[config.mk]
export PLATFORM = sky130hd
export DESIGN_NAME = fetch_queue
export DESIGN_NICKNAME = d
export VERILOG_FILES = /design/src/rtl/core_pkg.sv /design/src/rtl/fetch_queue.sv
export SDC_FILE = /design/constraint.sdc
export NUM_CORES = 1
export LEC_CHECK = 0
export BUFFER_PORTS_ARGS = -buffer_cell sky130_fd_sc_hd__buf_2
export CELL_PAD_IN_SITES_DETAIL_PLACEMENT = 0
export CELL_PAD_IN_SITES_GLOBAL_PLACEMENT = 1
export CORE_MARGIN = 3
export CORE_UTILIZATION = 41
export DETAILED_ROUTE_END_ITERATION = 10
export GPL_TIMING_DRIVEN = 0
export PLACE_DENSITY = 0.8
export SYNTH_ARGS = -nofsm -noshare
export SYNTH_HDL_FRONTEND = slang
export SYNTH_SLANG_ARGS = --single-unit
[constraint.sdc]
create_clock -name clk -period 2.9 [get_ports clk]
set_input_delay 0 -clock clk [delete_from_list [all_inputs] [get_ports clk]]
set_output_delay 0 -clock clk [all_outputs]
set_load 0.01 [all_outputs]
[src/rtl/core_pkg.sv]
// Shared core definitions: datapath width, the canonical NOP encoding and the
// fetch entry layout used by the prefetch queue.
package core;

  localparam int DATA_WIDTH = 32;

  // addi x0, x0, 0
  localparam logic [DATA_WIDTH-1:0] NOP_INSTR = 32'h0000_0013;

  typedef struct packed {
    logic [DATA_WIDTH-1:0] instr;
    logic [DATA_WIDTH-1:0] pc;
  } fetch_entry_t;

endpackage

[src/rtl/fetch_queue.sv]
// Instruction prefetch FIFO between if_stage and id_stage with branch flush.
// Optional zero-latency empty-queue bypass is enabled by defining FETCHQ_BYPASS_EN.
module fetch_queue
  import core::*;
#(
  parameter int DEPTH      = 4,
  parameter int DATA_WIDTH = core::DATA_WIDTH
) (
  input  logic                         clk,
  input  logic                         rst,
  input  logic                         push_valid_i,
  output logic                         push_ready_o,
  input  logic [DATA_WIDTH-1:0]        instr_i,
  input  logic [DATA_WIDTH-1:0]        pc_i,
  input  logic                         flush_i,
  input  logic                         pop_ready_i,
  output logic                         pop_valid_o,
  output logic [DATA_WIDTH-1:0]        instr_o,
  output logic [DATA_WIDTH-1:0]        pc_o,
  output logic [$clog2(DEPTH+1)-1:0]   count_o
);

  localparam int PW = $clog2(DEPTH);
  localparam int CW = $clog2(DEPTH + 1);

  fetch_entry_t    mem [DEPTH];
  logic [PW-1:0]   rd_ptr;
  logic [PW-1:0]   wr_ptr;
  logic [CW-1:0]   count;

  logic            q_empty;
  logic            q_full;
  logic            bypass_take;
  logic            bypass_consume;
  logic            push_fire;
  logic            pop_fire;

  // Handshakes and head selection; full-ness is judged on the registered count
  // only, so a same-cycle pop never frees a slot for a same-cycle push.
  always_comb begin
    q_empty        = (count == '0);
    q_full         = (count == CW'(DEPTH));
    bypass_take    = 1'b0;
    bypass_consume = 1'b0;
`ifdef FETCHQ_BYPASS_EN
    bypass_take    = q_empty & push_valid_i & ~flush_i;
    bypass_consume = bypass_take & pop_ready_i;
`endif
    push_ready_o = ~q_full;
    pop_valid_o  = ~q_empty | bypass_take;
    push_fire    = push_valid_i & ~q_full & ~bypass_consume;
    pop_fire     = ~q_empty & pop_ready_i;
    instr_o      = NOP_INSTR;
    pc_o         = '0;
    if (!q_empty) begin
      instr_o = mem[rd_ptr].instr;
      pc_o    = mem[rd_ptr].pc;
    end else if (bypass_take) begin
      instr_o = instr_i;
      pc_o    = pc_i;
    end
    count_o = count;
  end

  // Reset outranks flush, flush outranks any push/pop; storage is never cleared.
  always_ff @(posedge clk) begin
    if (!rst) begin
      rd_ptr <= '0;
      wr_ptr <= '0;
      count  <= '0;
    end else if (flush_i) begin
      rd_ptr <= '0;
      wr_ptr <= '0;
      count  <= '0;
    end else begin
      if (push_fire) begin
        mem[wr_ptr] <= '{instr: instr_i, pc: pc_i};
        wr_ptr      <= wr_ptr + 1'b1;
      end
      if (pop_fire) begin
        rd_ptr <= rd_ptr + 1'b1;
      end
      case ({push_fire, pop_fire})
        2'b10:   count <= count + 1'b1;
        2'b01:   count <= count - 1'b1;
        default: count <= count;
      endcase
    end
  end

endmodule

==> qor.txt <==
unique cell type count in the Yosys netlist -> 31
detail-routed net length per standard cell -> 19.2 um
unrepaired setup endpoints after global routing -> no
gate count of the mapped netlist -> 459
initial antenna violation count -> 0
synthesized area -> 10200 um2
instance count after placement with tap cells included -> 924
sequence of cells on the critical path -> or3b_1, and2_4, inv_1, ha_1, inv_1, fa_1, xor2_1, or3_1, a21oi_1
aggregate negative setup slack -> 0 ns
TritonCTS clock tree -> built
slowest cell on the critical path -> sky130_fd_sc_hd__or3b_1
gr usage total -> 0.152
total die area -> 26900 um2
Post-Synthesis Mean Instance Area -> 22.3 um2
drt first-iter violations -> 224
number of synthesized register bits -> 265
Chip Height -> 164 um
Crit Path Category -> flip-flop to flip-flop
filler cell count -> 1949
Worst VDD drop -> 459 uV
final worst hold slack -> 0.0299 ns
Hold WC Path Type -> input pin to flip-flop
maximum cell stage delay along the critical path -> 0.43 ns
final setup margin -> 0.396 ns
row count -> 57
Post-route DRC -> 0
first-pass GRT wire length -> 31300 um
post-detailed-routing wire length -> 20000 um
net total in the final layout -> 773
most common flop cell mapped by yosys -> sky130_fd_sc_hd__edfxtp_1
final global-route overflow total -> 0
slew at the pin closest to its max-slew limit -> 0.564 ns
starting density of the core -> 0.419
post-route ant nets -> 0
CTS sink count -> 265
final standard cell count with taps included and fillers excluded -> 1043
count of pins over their slew limit -> 0
synthesis-to-layout area growth -> 27.0%
total vias in the final route -> 5161
final count of hold timing violations -> 0
Final Cycle Share -> 0.863
DP Wirelength -> 12500 um
cell with the most instances on the worst path -> sky130_fd_sc_hd__inv_1
clock root buffer -> sky130_fd_sc_hd__clkbuf_16
Ys Warns -> 0
Boundary Pins -> 138
number of buffers created by CTS -> 27
Leakage -> 4.49 nW
RePlAce Congestion -> 0.679
FMAX -> 399 MHz
Seq/Total Area, Yosys -> 0.770
DIE WIDTH -> 164 um
buffer depth of the longest clock path -> 3
critical-path maximum fanout -> 7
Vias per Instance -> 4.95
area of the core region -> 24400 um2
largest net degree at the start of global routing -> 34
count of H-tree levels built during CTS -> 1
router iterations before antenna repair -> 4
worst setup slack before clock tree synthesis -> 0.413 ns
Req. time, crit path -> 3.34 ns
clock latency on the worst-skew pair -> 0.53 ns
number of instances resized during post-cts repair -> 0
shortest period the worst path allows -> 2.50 ns
Final setup violation count -> 0
Storage cell area -> 7870 um2
Final Skew -> 0.00874 ns
via count of the first global-routing pass -> 5650
number of violations of the max-capacitance limit -> 0
arrival time of data at the critical path endpoint -> 2.95 ns
Critical Path End Type -> flip-flop
net count after synthesis -> 534
Clock transition at path regs -> 0.06 ns
Max transition margin -> 0.624
EDFF count, synth -> 256
Startpoint Class -> flip-flop
power density relative to cell area -> 623 nW/um2
antenna diode count -> 0
share of cells above drive strength 1 -> 0.364
I/O Buffers -> 137
multi-input logic area -> 2150 um2
run status -> finished, final reports clean
async set or reset register ratio after synthesis -> 0
[cell type report]
cell class | instances | share of cell area
tap | 324 | 0.0312
multi-input combinational | 166 | 0.166
clock inverter | 14 | 0.0121
sequential | 265 | 0.606
timing repair buffer | 210 | 0.112
inverter | 7 | 0.00202
clock buffer | 36 | 0.0554
buffer | 21 | 0.0148
[through the flow]
stage | cell area, um2 | power (mW) | utilization
finish | 13000 | 8.09 | 0.532
floorplan | 10200 | 4.52 | -
global placement | 11300 | 4.70 | 0.464
global route | 13000 | 8.40 | 0.532
CTS | 13000 | 8.20 | 0.532
detailed placement | 11400 | 4.72 | 0.468
[power by group]
part	switching (mW)	leakage, nW	internal [mW]
Clock	1.37	0.420	2.01
Sequential	0.0119	2.39	4.24
Combinational	0.226	1.68	0.229
Total	1.61	4.49	6.48
[synth_stat cells (2+ instances only)]
| cell type | n | area share |
|---|---|---|
| sky130_fd_sc_hd__a21oi_1 | 3 | 0.0015 |
| sky130_fd_sc_hd__and2_1 | 62 | 0.038 |
| sky130_fd_sc_hd__and3_1 | 4 | 0.0024 |
| sky130_fd_sc_hd__buf_12 | 6 | 0.012 |
| sky130_fd_sc_hd__buf_2 | 6 | 0.0029 |
| sky130_fd_sc_hd__clkbuf_1 | 6 | 0.0022 |
| sky130_fd_sc_hd__dfxtp_1 | 9 | 0.018 |
| sky130_fd_sc_hd__edfxtp_1 | 256 | 0.75 |
| sky130_fd_sc_hd__ha_1 | 5 | 0.0061 |
| sky130_fd_sc_hd__inv_1 | 6 | 0.0022 |
| sky130_fd_sc_hd__mux4_1 | 4 | 0.010 |
| sky130_fd_sc_hd__mux4_2 | 60 | 0.13 |
| sky130_fd_sc_hd__nand2_1 | 3 | 0.0011 |
| sky130_fd_sc_hd__nand4_1 | 2 | 0.0012 |
| sky130_fd_sc_hd__nor2_1 | 3 | 0.0011 |
| sky130_fd_sc_hd__o21ai_0 | 5 | 0.0024 |
| sky130_fd_sc_hd__or2_1 | 3 | 0.0018 |
| sky130_fd_sc_hd__or3_1 | 2 | 0.0012 |
| sky130_fd_sc_hd__xor2_1 | 2 | 0.0017 |
[path summary, 6_finish.rpt]
check	end	slack, ns	depth (start not counted)	startpoint
max	count_o[2]$_SDFFE_PP0P_	0.40	9	count_o[2]$_SDFFE_PP0P_
min	flip-flop	0.03	5	flush_i
max reg2reg	count_o[2]$_SDFFE_PP0P_	0.40	9	count_o[2]$_SDFFE_PP0P_
min reg2reg	flip-flop	0.50	2	rd_ptr[0]$_SDFFE_PP0P_
[timing repair]
action | in CTS | in global routing
endpoints found under the hold margin | 265 | 0
setup endpoints to repair | 0 | 0
buffers inserted | 0 | 0
hold buffers | 69 | 0
[state kept, by name, indices dropped and copies added (netlist names), named ones only]
name and flops:
mem 256, rd_ptr 2, count_o 3, wr_ptr 2
[placed cells by master (no fill, tap or decap)]
| cell | n |
|---|---|
| sky130_fd_sc_hd__clkbuf_1 | 14 |
| sky130_fd_sc_hd__or3b_1 | 1 |
| sky130_fd_sc_hd__clkinvlp_4 | 3 |
| sky130_fd_sc_hd__dfxtp_1 | 9 |
| sky130_fd_sc_hd__buf_6 | 1 |
| sky130_fd_sc_hd__clkinv_1 | 2 |
| sky130_fd_sc_hd__or3_1 | 2 |
| sky130_fd_sc_hd__nand4_1 | 2 |
| sky130_fd_sc_hd__or2_1 | 3 |
| sky130_fd_sc_hd__clkinv_2 | 4 |
| sky130_fd_sc_hd__clkbuf_2 | 1 |
| sky130_fd_sc_hd__o31ai_1 | 1 |
| sky130_fd_sc_hd__edfxtp_1 | 256 |
| sky130_fd_sc_hd__buf_12 | 10 |
| sky130_fd_sc_hd__dlygate4sd3_1 | 69 |
| sky130_fd_sc_hd__and2_1 | 62 |
| sky130_fd_sc_hd__nor3_2 | 1 |
| sky130_fd_sc_hd__nand2_1 | 3 |
| sky130_fd_sc_hd__nand4b_1 | 1 |
| sky130_fd_sc_hd__xor2_1 | 2 |
| sky130_fd_sc_hd__and2_4 | 1 |
| sky130_fd_sc_hd__mux4_1 | 4 |
| sky130_fd_sc_hd__inv_6 | 1 |
| sky130_fd_sc_hd__o21ai_0 | 5 |
| sky130_fd_sc_hd__fa_1 | 1 |
| sky130_fd_sc_hd__clkbuf_16 | 27 |
| sky130_fd_sc_hd__clkinv_4 | 1 |
| sky130_fd_sc_hd__buf_1 | 1 |
| sky130_fd_sc_hd__bufinv_16 | 3 |
| sky130_fd_sc_hd__inv_1 | 6 |
| sky130_fd_sc_hd__clkbuf_8 | 1 |
| sky130_fd_sc_hd__ha_1 | 5 |
| sky130_fd_sc_hd__nand2b_1 | 1 |
| sky130_fd_sc_hd__nor2b_1 | 1 |
| sky130_fd_sc_hd__mux4_2 | 60 |
| sky130_fd_sc_hd__inv_2 | 1 |
| sky130_fd_sc_hd__and3_4 | 4 |
| sky130_fd_sc_hd__buf_2 | 143 |
| sky130_fd_sc_hd__nor2_1 | 3 |
| sky130_fd_sc_hd__a21oi_1 | 3 |
[cell families after synthesis]
kind of cell,after synthesis,synth area share
DFF,265,0.770
muxes,64,0.143
xor gates and xnor gates,2,0.00171
buffers and inverters,28,0.0214
and+or+nand+nor,85,0.0517
adders and majority gates,6,0.00808
AOI/OAI and AO/OA,9,0.00465
[critical path, delay by kind of cell, from the launching register on]
kind            cells  cell delay (ns)
compound gates      1             0.18
fa+ha+maj           2             0.55
buf+inv             2             0.13
flops               1             0.41
simple gates        3             0.98
xor+xnor            1             0.17
[metal layers]
metal | GRT usage | wire length (um)
met1 | 0.187 | 7840
met2 | 0.273 | 10700
met3 | 0.0318 | 1150
met4 | 0.0384 | 357
met5 | 0 | 0
Power figures use the tool's default switching activity.
